[config.mk]
export PLATFORM = sky130hd
export DESIGN_NAME = layer_sequencer
export DESIGN_NICKNAME = d
export VERILOG_FILES = /design/src/rtl/layer_sequencer.sv
export SDC_FILE = /design/constraint.sdc
export NUM_CORES = 1
export LEC_CHECK = 0
export CAP_MARGIN = 40
export CELL_PAD_IN_SITES_DETAIL_PLACEMENT = 0
export CELL_PAD_IN_SITES_GLOBAL_PLACEMENT = 2
export CORE_UTILIZATION = 29
export CTS_BUF_LIST = sky130_fd_sc_hd__clkbuf_4
export DETAILED_ROUTE_END_ITERATION = 10
export GPL_ROUTABILITY_DRIVEN = 0
export PLACE_DENSITY = 0.95
export SLEW_MARGIN = 20
export SYNTH_ARGS = -nofsm -noshare
export SYNTH_HDL_FRONTEND = slang
export SYNTH_SLANG_ARGS = --single-unit
[constraint.sdc]
create_clock -name clk -period 5.64 [get_ports clk]
set_input_delay 1.128 -clock clk [delete_from_list [all_inputs] [get_ports clk]]
set_output_delay 1.128 -clock clk [all_outputs]
set_load 0.005 [all_outputs]
[src/rtl/layer_sequencer.sv]
`default_nettype none
// ============================================================================
// Module   : layer_sequencer
// Brief    : Launches NUM_STAGES pipeline stages in order, one start/done
//            handshake each, with a per-stage watchdog and sticky fault report.
//            Optional per-stage cycle counters enabled by LAYER_SEQ_PERF_EN.
// Revision : 1.0 - initial release
// ============================================================================
module layer_sequencer #(
  parameter int NUM_STAGES     = 3,
  parameter int TIMEOUT_CYCLES = 200000,
  parameter int SW             = (NUM_STAGES <= 1) ? 1 : $clog2(NUM_STAGES)
) (
  input  logic                  clk,
  input  logic                  reset,
  input  logic                  start,
  input  logic                  abort,
  output logic [NUM_STAGES-1:0] stage_start,
  input  logic [NUM_STAGES-1:0] stage_done,
  output logic                  busy,
  output logic                  done,
  output logic                  error,
  output logic [1:0]            err_code,
  output logic [SW-1:0]         err_stage,
  output logic [SW-1:0]         cur_stage,
  input  logic [SW-1:0]         perf_sel,
  output logic [31:0]           perf_cycles
);

  localparam int            c_WDW  = $clog2(TIMEOUT_CYCLES + 1);
  localparam logic [SW-1:0] c_LAST = SW'(NUM_STAGES - 1);

  typedef enum logic [0:0] {
    ST_IDLE = 1'b0,
    ST_RUN  = 1'b1
  } state_t;

  state_t                r_state;
  logic [c_WDW-1:0]      r_wdog;
  logic [NUM_STAGES-1:0] w_cur_oh;
  logic                  w_valid;
  logic                  w_spur;
  logic                  w_expired;
  logic                  w_accept;
  logic [1:0]            w_code;

  // Fault priority: abort, then spurious done; a valid done beats expiry.
  always_comb begin
    w_cur_oh  = NUM_STAGES'(1) << cur_stage;
    w_valid   = |(stage_done & w_cur_oh);
    w_spur    = |(stage_done & ~w_cur_oh);
    w_expired = (r_wdog >= c_WDW'(TIMEOUT_CYCLES));
    w_accept  = (r_state == ST_IDLE) && start && !abort;
    if (abort)
      w_code = 2'b11;
    else if (w_spur)
      w_code = 2'b10;
    else if (!w_valid && w_expired)
      w_code = 2'b01;
    else
      w_code = 2'b00;
  end

  always_ff @(posedge clk) begin
    if (reset) begin
      r_state     <= ST_IDLE;
      r_wdog      <= '0;
      stage_start <= '0;
      busy        <= 1'b0;
      done        <= 1'b0;
      error       <= 1'b0;
      err_code    <= 2'b00;
      err_stage   <= '0;
      cur_stage   <= '0;
    end else begin
      stage_start <= '0;
      done        <= 1'b0;
      case (r_state)
        ST_IDLE: begin
          if (w_accept) begin
            r_state     <= ST_RUN;
            busy        <= 1'b1;
            cur_stage   <= '0;
            error       <= 1'b0;
            err_code    <= 2'b00;
            err_stage   <= '0;
            r_wdog      <= '0;
            stage_start <= NUM_STAGES'(1);
          end
        end
        ST_RUN: begin
          r_wdog <= r_wdog + 1'b1;
          if (w_code != 2'b00) begin
            r_state   <= ST_IDLE;
            busy      <= 1'b0;
            error     <= 1'b1;
            err_code  <= w_code;
            err_stage <= cur_stage;
          end else if (w_valid) begin
            r_wdog <= '0;
            if (cur_stage == c_LAST) begin
              r_state <= ST_IDLE;
              busy    <= 1'b0;
              done    <= 1'b1;
            end else begin
              cur_stage   <= cur_stage + 1'b1;
              stage_start <= w_cur_oh << 1;
            end
          end
        end
        default: r_state <= ST_IDLE;
      endcase
    end
  end

`ifdef LAYER_SEQ_PERF_EN
  // Sized to the full select range so any perf_sel reads a defined entry.
  localparam int c_PN = 1 << SW;

  logic [31:0] r_perf [c_PN];

  always_ff @(posedge clk) begin
    if (reset) begin
      for (int i = 0; i < c_PN; i++) r_perf[i] <= '0;
      perf_cycles <= '0;
    end else begin
      if (w_accept) begin
        for (int i = 0; i < c_PN; i++) r_perf[i] <= '0;
      end else if (r_state == ST_RUN && r_perf[cur_stage] != '1) begin
        r_perf[cur_stage] <= r_perf[cur_stage] + 1'b1;
      end
      perf_cycles <= r_perf[perf_sel];
    end
  end
`else
  logic w_unused_perf_sel;
  assign w_unused_perf_sel = ^perf_sel;
  assign perf_cycles       = 32'd0;
`endif

endmodule
`default_nettype wire

==> Implementation_results.wiki <==
{| class="wikitable"
! Metric !! Value
|-
| Later-pin clock latency in the skew report || approximately 0.33 ns
|-
| Post-Syn Area per Cell || around 8 um2
|-
| Part of the power in combinational logic || about a tenth
|-
| Post-route insts no fill || between 300 and 400
|-
| Post-layout utilization of the core || around a third
|-
| Crit-path slowest cell || a222oi_1
|-
| Reg-to-reg startpoint || cur_stage[0]$_SDFFE_PP0P_
|-
| Row count || 28
|-
| Antenna violations before repair || 0
|-
| Worst Max-Slew Pin Slew || between 0.7 and 0.8 ns
|-
| Effective utilization at floorplan || between 30% and 40%
|-
| Cell type with the largest total area after synthesis || dfxtp_1
|-
| Vias in the first global route || ~1200
|-
| Leakage dissipation || about 0.7 nW
|-
| Slack of the worst reg-to-reg path || around 3.2 ns
|-
| Number of max-slew violations in the final report || 0
|-
| P_sw || 104 uW
|-
| Delay of the slowest cell on the worst path || 0.69 ns
|-
| Pre-CTS setup slack || 2.37 ns
|-
| Maximum level of the CTS H-tree || 2
|-
| Clock-pin slew on the worst setup and hold paths || approximately 0.10 ns
|-
| Worst reg2reg path depth || 7
|-
| Final Net Count || around 250
|-
| Setup TNS || 0 ns
|-
| # port buffers || 18
|-
| Final setup violating endpoints || 0
|-
| Total chip power || roughly 390 uW
|-
| Worst Hold End || r_wdog[1]$_SDFFE_PP0P_
|-
| Beginning of the worst hold path || r_wdog[1]$_SDFFE_PP0P_
|-
| Largest net degree at the start of global routing || 19
|-
| Hpwl dp || ~2400 um
|-
| Highest achievable clock rate || ~340 MHz
|-
| Slew Limit Headroom || 46.7%
|-
| Antenna Diode Count || 0
|-
| Worst Path Buf+Inv || 1
|-
| Fin worst setup slack || ~2.7 ns
|-
| Via count || 1368
|-
| Top cell type's share of synthesized area || a little over a third
|-
| Worst Skew || 0.00533 ns
|-
| Crit path required time || 5.90 ns
|-
| Leading cell types by total area after synthesis || dfxtp_1, buf_4, nor2_1
|-
| Fraction of the yosys area taken by sequential cells || roughly a third
|-
| Max Buffers Root-to-Sink || 2
|-
| Reg power frac || 57.7%
|-
| Number of enable-type register cells in the synthesized netlist || 0
|-
| Number of top-level pins || 53
|-
| Syn Inst Count || between 200 and 250
|-
| Type of element launching the critical path || input port
|-
| Async set or reset register ratio after synthesis || 0%
|-
| Ratio of cells with drive above 1 in the final layout || approximately 5%
|-
| Arrival time at the worst endpoint || between 3 and 4 ns
|-
| Horizontal die dimension || between 80 and 90 um
|-
| Class of the tightest hold or removal check || reg -> reg
|-
| Ys flop type || dfxtp_1
|-
| Total global routing overflow || 0
|-
| Post-synth cell types || 43
|-
| Post-route DRC violation count || 0
|-
| Wire length reported by the detailed router || ~3300 um
|-
| Clock tree from TritonCTS || yes
|-
| CTS-repair resized insts || 0
|-
| CTS Root Buffer Type || clkbuf_4
|-
| Worst-path cell chain || clkdlybuf4s50_1 -> a222oi_1 -> and3_1 -> a21boi_2 -> or3_1 -> a31oi_1
|-
| Largest driver fanout on the critical path || 7
|-
| Area of the die || 0.00642 mm2
|-
| Flip-flop and latch count after synthesis || 31
|-
| Fin crit share || a little over half
|-
| Crit. End Element || register
|-
| Iteration-0 DRC Markers || between 150 and 200
|-
| Yosys warns || 0
|-
| First-pass GRT wire length || between 5000 and 6000 um
|-
| Hold Path Depth || 2
|-
| Clock group share of total power || between 30% and 40%
|-
| Post-Syn Area || about 0.0018 mm2
|-
| Peak supply drop || 69.3 uV
|-
| GRT Total Usage || a little under an eighth
|-
| Die height || between 80 and 90 um
|-
| Number of buffers inserted during clock tree synthesis || 5
|-
| Number of buffers inserted for hold repair after clock tree synthesis || 0
|-
| Final-layout worst hold slack || just under 0.5 ns
|-
| Area after DPL || roughly 0.0019 mm2
|-
| Routed via count divided by cell count || between 4 and 5
|-
| Area growth from synthesis to layout || 9.90%
|-
| Run status || complete, no violations
|-
| Count of max-cap constraint violations || 0
|-
| Unrepaired setup endpoints after global routing || no
|-
| Reg-to-reg critical path endpoint || err_stage[1]$_SDFFE_PP0P_
|-
| Area of all placed cells without fillers || 0.00194 mm2
|-
| Number of hold violations in the final report || 0
|-
| Power per standard cell area || ~200 mW/mm2
|-
| Switching share of total power || a little over a quarter
|-
| Post-CTS setup buffer count || 0
|-
| Post-Place Cells || a little over 300
|-
| Commonest cells in the synthesized netlist || buf_4, nor2_1, dfxtp_1
|-
| Cell-internal power || 286 uW
|-
| Count of antenna-violating nets left after detailed routing || 0
|-
| Final worst path period need || about 3.0 ns
|-
| Length of the first detailed-routing pass in iterations || 4
|-
| Core Region || roughly 0.006 mm2
|-
| Post-detailed-route wirelength per cell || between 10 and 15 um
|-
| Top cell family by delay on the critical path || compound AO/OA/AOI/OAI gates
|-
| Worst Setup Path Type || in -> reg
|-
| # clock sinks || 31
|}
layout by cell type (no fill, tap or decap), types with 6 or more instances in the layout:
cell | Yosys | final
xnor2_1 | 7 | 7
inv_1 | 6 | 6
clkdlybuf4s50_1 | 0 | 18
dfxtp_1 | 31 | 31
nor3_1 | 6 | 6
a21oi_1 | 6 | 6
conb_1 | 1 | 32
nor2_1 | 32 | 32
clkbuf_4 | 0 | 6
xor2_1 | 9 | 9
nand3_1 | 11 | 11
nand2_1 | 13 | 13
metal layers:
| layer | part of all wire (%) | GRT usage (%) | vias to the layer above |
|---|---|---|---|
| li1 | - | - | 711 |
| met1 | 48 | 15.0 | 611 |
| met2 | 45 | 17.7 | 41 |
| met3 | 5.4 | 3.41 | 5 |
| met4 | 1.6 | 4.82 | 0 |
| met5 | 0 | 0 | - |
cell type report:
type | count | area [um2]
flip-flops and latches | 31 | 621
clock buffers | 6 | 45.0
multi-input cells | 170 | 967
fillers | 635 | 3940
well taps | 75 | 93.8
inverters | 8 | 30.0
clock inverters | 2 | 7.51
repair buffers | 18 | 180
power groups by stage:
stage | Sequential (mW) | Clock (mW) | Combinational (mW)
floorplan | 0.228 | 0 | 0.0416
global placement | 0.230 | 0 | 0.0375
detailed placement | 0.230 | 0 | 0.0373
CTS | 0.225 | 0.133 | 0.0374
global route | 0.226 | 0.143 | 0.0427
finish | 0.225 | 0.127 | 0.0375
tightest hold or removal path, delay by kind of cell (launching register included):
kind	cells	cell delay (ns)
compound gates	1	0.05
simple gates	1	0.06
flops	1	0.34
registers in the layout, summed over array words and instances (netlist names):
register     cells
cur_stage        2
busy             1
err_stage        2
stage_start      3
err_code         2
r_state          1
error            1
r_wdog          18
done             1
how the worst max path moves through the flow:
stage	startpoint	cells past startpoint	to	slack, ns
2_1_floorplan	stage_done[0]	5	err_stage[1]$_SDFFE_PP0P_	3.14
3_3_place_gp	stage_done[0]	6	err_stage[1]$_SDFFE_PP0P_	2.36
3_5_place_dp	stage_done[0]	6	err_stage[1]$_SDFFE_PP0P_	2.37
4_1_cts	stage_done[0]	6	err_stage[1]$_SDFFE_PP0P_	2.72
5_1_grt	stage_done[0]	6	err_stage[1]$_SDFFE_PP0P_	2.58
6_report	stage_done[0]	6	err_stage[1]$_SDFFE_PP0P_	2.69
cells by family after synthesis:
| logic type | share of synthesized area (%) |
|---|---|
| simple gates | 25.0 |
| buf+inv | 16.8 |
| flops | 35.1 |
| compound gates | 10.3 |
| xor+xnor | 7.92 |
| fa+ha+maj | 3.54 |
| mux | 1.13 |
| other cells | 0.212 |
Power figures use the tool's default switching activity.
